`src/rtl/stopwatch_pkg.sv`:
```
// Shared definitions for the stopwatch counter datapath.
//   DIGIT_W   : width of one counter digit
//   state_e   : run-control FSM encoding (IDLE/RUN/STOP)
//   digit_max : pulls digit i's terminal value out of a packed DIGIT_MAX word
package stopwatch_pkg;

  localparam int DIGIT_W = 4;

  typedef enum logic [1:0] {
    IDLE = 2'd0,
    RUN  = 2'd1,
    STOP = 2'd2
  } state_e;

  function automatic logic [DIGIT_W-1:0] digit_max(input logic [31:0] dm, input int i);
    return dm[DIGIT_W*i +: DIGIT_W];
  endfunction

endpackage

```
`src/rtl/stopwatch_counter_digit.sv`:
```
// One modulo digit of the stopwatch chain.
//   clk, reset : clock, synchronous active-high reset
//   clr        : synchronous zero
//   en         : increment this cycle
//   max        : terminal value; the digit wraps from max to 0
//   q          : current digit value
//   at_max     : q equals max (feeds the carry chain)
module digit_counter
  import stopwatch_pkg::*;
(
  input  logic               clk,
  input  logic               reset,
  input  logic               clr,
  input  logic               en,
  input  logic [DIGIT_W-1:0] max,
  output logic [DIGIT_W-1:0] q,
  output logic               at_max
);

  localparam logic [DIGIT_W-1:0] ONE = 1;

  logic [DIGIT_W-1:0] q_q, q_d;

  assign at_max = (q_q == max);
  assign q      = q_q;

  always_comb begin
    q_d = q_q;
    if (clr)       q_d = '0;
    else if (en)   q_d = at_max ? '0 : q_q + ONE;
  end

  always_ff @(posedge clk) begin
    if (reset) q_q <= '0;
    else       q_q <= q_d;
  end

endmodule

```
`src/rtl/stopwatch_counter.sv`:
```
// Multi-digit stopwatch counter with run/stop/clear control.
//   clk, reset : clock, synchronous active-high reset
//   tick       : count enable pulse from the prescaler
//   start_stop : toggles run state (IDLE->RUN, RUN->STOP, STOP->RUN)
//   clear      : zero the count, return to IDLE
//   lap        : lap hold toggle (only with STOPWATCH_LAP_EN)
//   count      : live count, digit 0 in LSBs
//   disp       : count, or lap snapshot while hold is active
//   running    : registered state==RUN
//   overflow   : one-cycle pulse on the full-chain terminal increment
// Optional feature macro: STOPWATCH_LAP_EN (lap snapshot/hold).
module stopwatch_counter
  import stopwatch_pkg::*;
#(
  parameter int          NUM_DIGITS = 4,
  parameter logic [31:0] DIGIT_MAX  = 32'h0000_5959,
  parameter int          WRAP       = 1
) (
  input  logic                          clk,
  input  logic                          reset,
  input  logic                          tick,
  input  logic                          start_stop,
  input  logic                          clear,
  input  logic                          lap,
  output logic [DIGIT_W*NUM_DIGITS-1:0] count,
  output logic [DIGIT_W*NUM_DIGITS-1:0] disp,
  output logic                          running,
  output logic                          overflow
);

  localparam int CW       = DIGIT_W * NUM_DIGITS;
  localparam bit SATURATE = (WRAP == 0);

  state_e            state_q, state_d;
  logic              sat_q, sat_d;
  logic              running_q, running_d;
  logic              overflow_q, overflow_d;
  logic              cnt_en, terminal;
  logic [NUM_DIGITS:0]   carry;
  logic [NUM_DIGITS-1:0] at_max, dig_en;
  logic [CW-1:0]     count_w;

  // sat_q blocks all counting once a non-wrapping chain has hit terminal,
  // even after start_stop puts the FSM back in RUN; only clear/reset lift it.
  assign cnt_en   = tick & (state_q == RUN) & ~clear & ~sat_q;
  assign carry[0] = cnt_en;
  assign terminal = carry[NUM_DIGITS];

  for (genvar i = 0; i < NUM_DIGITS; i++) begin : g_digit
    assign carry[i+1] = carry[i] & at_max[i];
    // A saturating chain must not wrap its digits on the terminal tick.
    assign dig_en[i]  = carry[i] & ~(SATURATE & terminal);
    digit_counter u_digit (
      .clk    (clk),
      .reset  (reset),
      .clr    (clear),
      .en     (dig_en[i]),
      .max    (digit_max(DIGIT_MAX, i)),
      .q      (count_w[DIGIT_W*i +: DIGIT_W]),
      .at_max (at_max[i])
    );
  end

  always_comb begin
    state_d    = state_q;
    sat_d      = sat_q;
    overflow_d = terminal;
    if (clear) begin
      state_d = IDLE;
      sat_d   = 1'b0;
    end else begin
      if (start_stop) begin
        case (state_q)
          IDLE:    state_d = RUN;
          RUN:     state_d = STOP;
          STOP:    state_d = RUN;
          default: state_d = IDLE;
        endcase
      end else if (terminal && SATURATE) begin
        state_d = STOP;
      end
      if (terminal && SATURATE) sat_d = 1'b1;
    end
    running_d = (state_d == RUN);
  end

  always_ff @(posedge clk) begin
    if (reset) begin
      state_q    <= IDLE;
      sat_q      <= 1'b0;
      running_q  <= 1'b0;
      overflow_q <= 1'b0;
    end else begin
      state_q    <= state_d;
      sat_q      <= sat_d;
      running_q  <= running_d;
      overflow_q <= overflow_d;
    end
  end

  assign count    = count_w;
  assign running  = running_q;
  assign overflow = overflow_q;

`ifdef STOPWATCH_LAP_EN
  logic          hold_q, hold_d;
  logic [CW-1:0] snap_q, snap_d;

  always_comb begin
    hold_d = hold_q;
    snap_d = snap_q;
    if (clear) begin
      hold_d = 1'b0;
      snap_d = '0;
    end else if (lap) begin
      if (hold_q) begin
        hold_d = 1'b0;
      end else if (state_q == RUN) begin
        hold_d = 1'b1;
        snap_d = count_w;
      end
    end
  end

  always_ff @(posedge clk) begin
    if (reset) begin
      hold_q <= 1'b0;
      snap_q <= '0;
    end else begin
      hold_q <= hold_d;
      snap_q <= snap_d;
    end
  end

  assign disp = hold_q ? snap_q : count_w;
`else
  logic unused_lap;
  assign unused_lap = lap;
  assign disp       = count_w;
`endif

endmodule

```
`config.mk`:
```
export PLATFORM = sky130hd
export DESIGN_NAME = stopwatch_counter
export DESIGN_NICKNAME = d
export VERILOG_FILES = /design/src/rtl/stopwatch_pkg.sv /design/src/rtl/stopwatch_counter_digit.sv /design/src/rtl/stopwatch_counter.sv
export SDC_FILE = /design/constraint.sdc
export NUM_CORES = 1
export LEC_CHECK = 0
export CORE_ASPECT_RATIO = 1.2
export CORE_MARGIN = 8
export CORE_UTILIZATION = 44
export CTS_CLUSTER_SIZE = 25
export DETAILED_ROUTE_END_ITERATION = 6
export PLACE_DENSITY = 0.86
export SLEW_MARGIN = 30
export SYNTH_ARGS = -nofsm -noshare
export SYNTH_HDL_FRONTEND = slang
export SYNTH_HIERARCHICAL = 1
export SYNTH_SLANG_ARGS = --single-unit
```
`constraint.sdc`:
```
create_clock -name clk -period 1.8 [get_ports clk]
set_input_delay 0.45 -clock clk [delete_from_list [all_inputs] [get_ports clk]]
set_output_delay 0.45 -clock clk [all_outputs]
set_load 0.01 [all_outputs]
```
# After elaboration in Yosys (flattened, before gate mapping)
# Index checks and enable logic that the tools add are counted.
[totals] ram_bits=0 romBits=0 latchBits=0 regBits=20 memories=0 elab_cells=35
[classes] n_shift=0 order_cmp=0 n_mux=7 n_div=0 n_mul=0 reduce_logical=3 bitwise=7 add_sub_neg=4 eq_ne=7
[ops] op="4-bit by 1-bit adder with 4-bit output (second input constant)" count=4
[ops] op="4-bit 2-to-1 mux" count=4
[ops] op="4-bit by 3-bit equality test with 1-bit output (second input constant)" count=2
[ops] op="4-bit equality test (second input constant)" count=2
[ops] op="1-bit bitwise AND" count=6
[ops] op="2-bit by 1-bit equality test with 1-bit output (second input constant)" count=2
[ops] op="2-bit 2-to-1 mux" count=2
[ops] op="2-bit one-hot mux with 2 select lines" count=1
[ops] op="2-bit OR reduction" count=2
[ops] op="2-bit equality test (second input constant)" count=1
[ops] op="2-bit logical NOT" count=1
[ops] op="1-bit inverter" count=1

# Logic depth before layout (Yosys ltp)
# Gate-level depths: netlist of run 1.
[logic_depth] word_depth=7 depth_mapped=7 depth_no_buf=7

# Cells and area by module
# Netlist of run 1, hierarchy kept.
[by_module_without_submodules] mod="digit_counter" cells_each=28 area_per_inst_um2=307.8 n_inst=4
[by_module_without_submodules] mod="stopwatch_counter" cells_each=37 area_per_inst_um2=315.3 n_inst=1

# Worst setup path after synthesis of run 1
# OpenSTA, ideal clock, no wires.
[synth_timing] kind="flip-flop to flip-flop" startpoint="register g_digit[0].u_digit.q_q[0]" endpoint="register g_digit[3].u_digit.q_q[3]" path_slack_ps=-119 t_arrival_ps=1839 period_less_slack_ps=1919 path_stages_with_launch=8 t_required_ps=1721 path_cell_list="dfxtp_1 > xor2_2 > nor4_2 > nand3_1 > nor2_1 > nand4_1 > xor2_1 > a211oi_2"
[synth_between] elab_chain_len=4
[synth_lines] item="start: declaration" line="stopwatch_counter_digit.sv:22" text="logic [DIGIT_W-1:0] q_q, q_d;"
[synth_lines] item="start signal: assignment" line="stopwatch_counter_digit.sv:35" text="else q_q <= q_d;"
[synth_lines] item="4-bit equality test" line="stopwatch_counter_digit.sv:24" text="assign at_max = (q_q == max);"
[synth_lines] item="named net at_max[0]" line="stopwatch_counter.sv:40" text="logic [NUM_DIGITS-1:0] at_max, dig_en;"
[synth_lines] item="1-bit bitwise AND (3 in series)" line="stopwatch_counter.sv:50" text="assign carry[i+1] = carry[i] & at_max[i];"
[synth_lines] item="named net carry[3]" line="stopwatch_counter.sv:39" text="logic [NUM_DIGITS:0] carry;"
[synth_lines] item="end signal: assignment" line="stopwatch_counter_digit.sv:35"
[synth_lines] item="end: declaration" line="stopwatch_counter_digit.sv:22"
# The timed path passes the listed nets, and every way through them passes these cells.
# A chain may end at the register's enable or synchronous reset.

# Worst setup path in the final report of run 1
[layout_timing] startpoint="register g_digit[0].u_digit.q_q[1]" endpoint="output disp[1]"
[layout_rtl] item="end: declaration" line="stopwatch_counter.sv:26" text="output logic [DIGIT_W*NUM_DIGITS-1:0] disp,"
# No word-level cell between the ends.

==> results of run 1 <==
[cells by family (layout without fill, tap and decap cells)]
family,after synthesis,count (layout),share of synthesized area [%]
compound gates,34,34,17.8
buf+inv,17,78,8.01
xor+xnor,21,21,19.7
simple gates,51,51,24.9
fa+ha+maj,4,4,3.24
flops,20,20,25.9
other cells,2,16,0.486
[sequential cells by signal, indices dropped and copies added, names as in the netlist]
name / count
g_digit.u_digit/q: 16
state_q: 2
overflow: 1
running: 1
[what timing repair did]
action,in CTS,in global routing
pin swaps,3,8
endpoints found under the setup margin,3,31
setup buffers,2,2
resized for setup,2,17
[cells in the mapped netlist]
cell type,instances
nand2b_1,2
nor2b_1,4
nand4bb_1,1
o41ai_1,16
nor4b_1,1
buf_4,16
nor4_2,4
inv_1,1
a211oi_1,1
or2_2,4
or3b_1,1
conb_1,2
and3b_2,4
and2b_1,4
a21oi_1,8
xor2_2,16
xnor2_1,1
ha_1,4
a211oi_2,5
nor2_1,1
nand3b_1,1
and3_1,1
or2b_1,12
nand4_1,4
xor2_1,4
nand3_1,1
dfxtp_1,20
and2_1,5
nor3_1,1
a31oi_1,4
[power by group]
part           internal, uW  switching, uW  leakage (uW)  total (uW)
clock                   195            151     0.0000288         345
combinational          55.7           75.5      0.000702         131
sequential              443           2.35      0.000169         445
total                   693            229      0.000900         922
[area by class of cell]
cell class	count	area (sq um)
Timing Repair Buffer	73	643
Clock buffer	4	55.1
Multi-Input combinational cell	126	1130
Sequential cell	20	420
Inverter	1	3.75
Fill cell	238	1070
Tap cell	37	46.3
[final timing paths]
path	cells after the start	endpoint	slack, ps
min reg2reg	2	state_q[1]	520
max reg2reg	7	g_digit[3].u_digit/q[3]	60
min	2	state_q[1]	520
max	2	disp[1]	50
[metrics by stage]
step | TNS, ps | worst slack, ps | cell area [sq um]
2_1_floorplan | 0 | 4.19 | 1620
3_3_place_gp | -1180 | -184 | 2160
3_5_place_dp | -1790 | -236 | 2160
4_1_cts | 0 | 1.13 | 2230
5_1_grt | -120 | -70.3 | 2300
6_report | 0 | 45.6 | 2300
[metal layers]
metal | wire length [um] | share of wire (%) | global-route usage (%)
met1 | 1540 | 41 | 13.6
met2 | 2040 | 55 | 24.7
met3 | 146 | 3.9 | 3.17
met4 | 10 | 0.27 | 3.42
met5 | 0 | 0 | 0
[worst min-delay path, delay by kind of cell, from the launching register on]
kind            cells  cell delay (ps)
compound gates      1               70
flops               1              330
simple gates        1               80
==> results_dict.tcl, run 1 <==
set metrics [dict create \
    hold_viol 0 \
    power_density_nw_per_um2 402 \
    rsz0062_at_grt "yes" \
    cts_buffers 3 \
    clock_latency_ps 260 \
    path_cells "buf_4, clkdlybuf4s50_1" \
    drc 0 \
    clock_sinks 20 \
    wl_per_cell_um 14.3 \
    status "completed" \
    crit_path_max_incr_delay_ps 540 \
    yosysUniqueCellTypes 30 \
    ys_ff_latch 20 \
    fp.coreArea_sq_um 3370 \
    ys.warnings.count 6 \
    vias 1351 \
    routed_via_density 5.18 \
    cp_top_family "buffers and inverters" \
    port_buffers 38 \
    placementRows 23 \
    final_cells 261 \
    synth.top_cells.by_area "dfxtp_1, xor2_2, o41ai_1" \
    cp-start-kind "flop" \
    grt_first_pass_wirelength_mm 6.26 \
    syn_area_per_cell_sq_um 10.4 \
    worstSetupPathType "reg -> out" \
    slowest_stage "clkdlybuf4s50_1" \
    worstReg2RegStart "g_digit[0].u_digit/q[1]" \
    yosys.area.top_type "dfxtp_1" \
    grt.total_usage_pct 12.8 \
    die_x_um 70.1 \
    fin_skew_ps 1.87 \
    hp-start "state_q[1]" \
    die_h_um 80.9 \
    drt_iter0_drc 37 \
    detailedRoute.firstPassIterationCount 4 \
    yosysTopAreaCellShare_pct 25.9 \
    tritoncts "yes" \
    initial_utilization_pct 45.9 \
    ctsHtreeMaxLevel 1 \
    antenna_found_initial 0 \
    overflow 0 \
    root_buffer "clkbuf_8" \
    io_pins 40 \
    synth_area_sq_um 1550 \
    wl_mm 3.74 \
    finalCritPeriodShare_pct 97.5 \
    max_freq_mhz 570 \
    layout.nets 235 \
    postCtsHoldBufs 0 \
    max_cap_viol_count 0 \
    setup_viol 0 \
    synthToLayoutAreaGrowth_pct 48.5 \
    synth_cells 149 \
    clk_pin_slew_ps 70 \
    finalPower_uw 922 \
    worstPathArrival_ps 1300 \
    holdWs_ps 518 \
    grt_pass1_vias 1461 \
    cp_max_fo 5 \
    gp_congestion 0.752 \
    worst-endpoint-required_ps 1350 \
    dp_hpwl_mm 2.86 \
    clk_path_buf_depth 2 \
    min_period_ps 1750 \
    drv_slew 0 \
    n_antenna_cell 0 \
    mostFrequentLayoutCells "clkdlybuf4s50_1, buf_4, conb_1, o41ai_1, xor2_2" \
    fin_util_pct 68.2 \
    hold_class "reg -> reg" \
    placed_cells_incl_taps 253 \
    grt_max_degree 12 \
    leakage_uw 0.000900 \
    drive_above_1_share_pct 40.2 \
    drt.antenna.violating_nets 0 \
    critPathBufInv 2 \
    dieArea_sq_um 5680 \
    layout_commonest_cell "clkdlybuf4s50_1" \
    ir_drop_uv 303 \
    ys_seq_area_share_pct 25.9 \
    cp-end-kind "primary output" \
    startpoint "g_digit[0].u_digit/q[1]" \
]
(Power assumes the default switching activity.)
==> run 2: changes to the inputs <==
--- a/config.mk
+++ b/config.mk
@@ -10,8 +10,8 @@
 export CORE_UTILIZATION = 44
 export CTS_CLUSTER_SIZE = 25
 export DETAILED_ROUTE_END_ITERATION = 6
-export PLACE_DENSITY = 0.86
-export SLEW_MARGIN = 30
+export PLACE_DENSITY = 0.77
+export SLEW_MARGIN = 25
 export SYNTH_ARGS = -nofsm -noshare
 export SYNTH_HDL_FRONTEND = slang
 export SYNTH_HIERARCHICAL = 1
==> run 2 against run 1 <==
Effect of this change: worst hold slack gained 29 ps; via count rose by 0.52%; cell count fell by 1.9%; first-iteration DRC count grew 30%; power down 6.1%; die area is the same; clock skew grew 2.7 ps; global-route usage grew 0.44 points; critical path depth did not move; worst setup slack is essentially flat; core utilization is 1.3 points lower; sequential share of layout area increased by 0.18 points.
==> results_dict.tcl, run 2 (synthesis gave the netlist of run 1 again) <==
set metrics [dict create \
    clk_pin_slew_ps 70 \
    grt.total_usage_pct 13.3 \
    status "completed" \
    drive_above_1_share_pct 38.8 \
    clock_sinks 20 \
    io_pins 40 \
    grt_max_degree 11 \
    gp_congestion 0.806 \
    hold_class "reg -> reg" \
    power_density_nw_per_um2 384 \
    die_h_um 80.9 \
    fp.coreArea_sq_um 3370 \
    clock_latency_ps 260 \
    grt_first_pass_wirelength_mm 6.35 \
    multi_input_area_sq_um 1120 \
    dp_slack_ps -268 \
    n_fill_cell 285 \
    cts_buffers 3 \
    max_freq_mhz 570 \
    fin_util_pct 66.9 \
    postCtsHoldBufs 0 \
    root_buffer "clkbuf_8" \
    dieArea_sq_um 5680 \
    setup_viol 0 \
    fin_ws_ps 46.1 \
    dp_hpwl_mm 3.04 \
    drc 0 \
    port_buffers 38 \
    rsz0062_at_grt "yes" \
    cp-start-kind "flop" \
    drt.antenna.violating_nets 0 \
    min_period_ps 1750 \
    holdWs_ps 547 \
    grt_pass1_vias 1433 \
    layout_commonest_cell "clkdlybuf4s50_1" \
    ir_drop_uv 304 \
    wl_met3_um 138 \
    mostFrequentLayoutCells "clkdlybuf4s50_1, buf_4, xor2_2, conb_1, o41ai_1" \
    wl_per_cell_um 15.0 \
    dr_wl_met2_mm 2.25 \
    ff_latch_area_sq_um 417 \
    worstSetupPathType "reg -> out" \
    antenna_found_initial 0 \
    ctsHtreeMaxLevel 1 \
    initial_utilization_pct 45.9 \
    worstPathArrival_ps 1300 \
    die_x_um 70.1 \
    worst-endpoint-required_ps 1350 \
    wl_mm 3.85 \
    drv_slew 0 \
    routed_via_density 5.30 \
    n_antenna_cell 0 \
    slowest_stage "clkdlybuf4s50_1" \
    wl_met1_mm 1.40 \
    top_layer "met4" \
    finalCritPeriodShare_pct 97.4 \
    leakage_uw 0.000956 \
    cp_top_family "buffers and inverters" \
    critPathBufInv 2 \
    clk_path_buf_depth 2 \
    layout.nets 231 \
    finalPower_uw 866 \
    fin_skew_ps 4.58 \
    path_cells "buf_4, clkdlybuf4s50_1" \
    drt_iter0_drc 48 \
    max_cap_viol_count 0 \
    cp_max_fo 5 \
    tritoncts "yes" \
    vias 1358 \
    overflow 0 \
    synthToLayoutAreaGrowth_pct 45.7 \
    detailedRoute.firstPassIterationCount 4 \
    placementRows 23 \
    crit_path_max_incr_delay_ps 530 \
    largest_reg_flops 16 \
    cp-end-kind "primary output" \
    hold_viol 0 \
]
-- run 2: changes by cell type in the layout (fill, tap and decap cells not counted), moves of 2 or more --
cell	previous run	this run
buf_4	35	31
dlymetal6s2s_1	0	4
dlygate4sd2_1	0	2
clkdlybuf4s50_1	38	32
-- run 2: metrics by stage --
step	setup TNS (ps)	cells	cell area [sq um]
after floorplan	0	163	1620
after global placement	-1390	251	2140
after detailed placement	-2370	251	2140
after CTS	0	255	2200
after global routing	-53.7	256	2250
final	0	256	2250
-- run 2: what timing repair did --
| action | 4_1_cts | 5_1_grt |
|---|---|---|
| resized for setup | 5 | 18 |
| gates cloned | 0 | 0 |
| pin swaps | 1 | 3 |
| endpoints found under the setup margin | 6 | 32 |
| setup buffers | 1 | 1 |
-- run 2: area by class of cell --
type | instances | share of cell area (%)
inverter | 1 | 0.167
clock buffer | 3 | 1.83
sequential | 20 | 18.5
timing repair buffer | 69 | 27.5
tap | 37 | 2.05
multi-input combinational | 126 | 49.9
-- run 2: path summary, 6_finish.rpt --
check / slack (ps) / cells after the start / endpoint / start
max reg2reg: 60 / 5 / overflow / g_digit[0].u_digit/q[2]
max: 50 / 2 / count[1] / g_digit[0].u_digit/q[1]
min: 550 / 2 / state_q[1] / state_q[1]
min reg2reg: 550 / 2 / state_q[1] / state_q[1]
-- run 2: per-layer routing --
| metal | global-route usage, % | up-vias |
|---|---|---|
| met5 | 0 | - |
| met4 | 4.43 | 0 |
| met3 | 2.56 | 6 |
| met2 | 27.5 | 27 |
| met1 | 12.7 | 673 |
| li1 | - | 652 |
-- run 2: tightest hold or removal path, stage by stage, from the launching register on --
cell and delay, ps:
dfxtp_1 330, nand2b_1 80, a211oi_1 80
-- run 2: power by group --
| group | internal [uW] | switching [uW] | total [uW] |
|---|---|---|---|
| logic | 49.9 | 72.2 | 122 |
| clock network | 149 | 147 | 296 |
| registers | 445 | 3.31 | 448 |
==> run 3: changes to the inputs <==
--- a/config.mk
+++ b/config.mk
@@ -7,10 +7,11 @@
 export LEC_CHECK = 0
 export CORE_ASPECT_RATIO = 1.2
 export CORE_MARGIN = 8
-export CORE_UTILIZATION = 44
+export CORE_UTILIZATION = 57
 export CTS_CLUSTER_SIZE = 25
 export DETAILED_ROUTE_END_ITERATION = 6
-export PLACE_DENSITY = 0.77
+export DONT_BUFFER_PORTS = 1
+export PLACE_DENSITY = 0.76
 export SLEW_MARGIN = 25
 export SYNTH_ARGS = -nofsm -noshare
 export SYNTH_HDL_FRONTEND = slang
==> run 3 against run 2 <==
Effect of this change: cell area decreased by 17%; die area decreased by 18%; clock skew increased by 2.1 ps; global-route usage decreased by 0.10 points; non-clock buffer count decreased by 39; critical path type is now reg -> reg; largest cell class unchanged.
==> results_dict.tcl, run 3 (synthesis gave the netlist of run 1 again) <==
set metrics [dict create \
    final_cells 214 \
    rr_worst_depth 8 \
    cp_max_fo 5 \
    status "completed" \
    worstReg2RegStart "g_digit[2].u_digit/q[2]" \
    routed_via_density 5.36 \
    grt.total_usage_pct 13.2 \
    p_sw_share_pct 26.2 \
    hold_class "in -> reg" \
    hp-start "reset" \
    tritoncts "yes" \
    layout.nets 192 \
    clk_pin_slew_ps 120 \
    max_freq_mhz 582 \
    whs_path_depth 1 \
    worstReg2RegEnd "g_digit[3].u_digit/q[0]" \
    leakage_uw 0.000731 \
    clkPwrFrac_pct 32.9 \
    ir_drop_uv 367 \
    drc 0 \
    power_frac_comb_pct 12.8 \
    ctsHtreeMaxLevel 1 \
    power_density_nw_per_um2 442 \
    cp-end-kind "flop" \
    drv_slew 0 \
    fin_skew_ps 6.68 \
    worstSetupPathType "reg -> reg" \
    clock_latency_ps 300 \
    dieArea_sq_um 4640 \
    fin_ws_ps 81.7 \
    detailedRoute.firstPassIterationCount 4 \
    hold_path_end "running" \
    die_x_um 63.6 \
    postLayoutCellArea_sq_um 1860 \
    cellInternalPower_uw 606 \
    p_switching_uw 216 \
    grt_max_degree 12 \
    clk_path_buf_depth 2 \
    placed_cells_incl_taps 205 \
    vias 1148 \
    worst-endpoint-required_ps 2050 \
    die_h_um 73.1 \
    setup_viol 0 \
    postCtsHoldBufs 0 \
    mostFrequentLayoutCells "buf_4, conb_1, xor2_2, o41ai_1, dfxtp_1" \
    min_period_ps 1720 \
    root_buffer "clkbuf_4" \
    drt.antenna.violating_nets 0 \
    cp-start-kind "flop" \
    max_cap_viol_count 0 \
    antenna_found_initial 0 \
    worstPathArrival_ps 1960 \
    grt_first_pass_wirelength_mm 4.98 \
    n_antenna_cell 0 \
    drt_iter0_drc 32 \
    placementRows 20 \
    fp.coreArea_sq_um 2550 \
    hold_viol 0 \
    seq_power_share_pct 54.4 \
    gp_congestion 0.769 \
    io_pins 40 \
    cts_buffers 3 \
    overflow 0 \
    finalCritPeriodShare_pct 95.5 \
    fin_util_pct 72.8 \
    port_buffers 0 \
    dp_slack_ps -4.04 \
    largest_reg_flops 16 \
    wl_mm 3.11 \
    dp_hpwl_mm 2.28 \
    wl_per_cell_um 14.5 \
    reg2reg_slack_ps 80 \
    placed_area_sq_um 1730 \
    layout_commonest_cell "buf_4" \
    grt_pass1_vias 1175 \
    drive_above_1_share_pct 43.1 \
    clock_sinks 20 \
    synthToLayoutAreaGrowth_pct 20.2 \
    rsz0062_at_grt "yes" \
    initial_utilization_pct 60.6 \
]
[run 3: cell count changes in the layout (fill, tap and decap cells not counted), moves of 3 or more]
cell and delta:
clkdlybuf4s50_1 -32, dfxtp_2 -8, dfxtp_1 +7, dlymetal6s2s_1 -4, clkbuf_4 +3
[run 3: layer usage]
| layer | global-route usage, % | share of wire, % |
|---|---|---|
| met4 | 5.46 | 0.48 |
| met3 | 4.15 | 5.4 |
| met5 | 0 | 0 |
| met2 | 23.7 | 52 |
| met1 | 13.8 | 42 |
[run 3: repair_timing]
item | CTS | global route
hold endpoints to repair | 0 | 0
pin swaps | 1 | 9
setup buffers | 0 | 5
endpoints found under the setup margin | 3 | 10
resized for setup | 3 | 12
[run 3: worst max-delay path by stage]
stage                             from                 endpoint  slack (ps)  cells after the start
6_report       g_digit[2].u_digit/q[2]  g_digit[3].u_digit/q[0]          80                      8
4_1_cts        g_digit[1].u_digit/q[1]  g_digit[3].u_digit/q[1]           2                      9
3_3_place_gp   g_digit[2].u_digit/q[1]  g_digit[3].u_digit/q[1]          30                      8
5_1_grt        g_digit[2].u_digit/q[2]  g_digit[3].u_digit/q[0]         -60                      8
3_5_place_dp   g_digit[1].u_digit/q[1]  g_digit[3].u_digit/q[1]          -4                      9
2_1_floorplan  g_digit[1].u_digit/q[1]  g_digit[3].u_digit/q[3]           4                      7
[run 3: final cells by class]
cell class | count | area [sq um]
multi-input cells | 126 | 1140
fillers | 207 | 693
flip-flops and latches | 20 | 410
repair buffers | 30 | 229
well taps | 33 | 41.3
clock buffers | 4 | 36.3
inverters | 1 | 3.75
[run 3: worst max-delay path, stage by stage, from the launching register on]
cell and delay [ps]:
dfxtp_2 360, xor2_2 210, nor4_4 390, nand3_4 120, nor2_4 150, buf_6 120, and2b_1 120, o41ai_2 60
a21oi_1 140
[run 3: power by group through the flow]
stage	registers (uW)	logic (uW)	clock network, uW
4_1_cts	449	95.4	281
3_3_place_gp	458	90.0	0
6_report	447	105	270
3_5_place_dp	458	92.1	0
5_1_grt	448	113	296
2_1_floorplan	458	70.0	0
[run 3: per-stage QoR]
stage	power (uW)	setup TNS, ps	hold WS [ps]
after floorplan	528	0	461
after global placement	548	0	472
after detailed placement	551	-4.35	492
after CTS	825	0	174
after global routing	856	-223	164
final	822	0	188
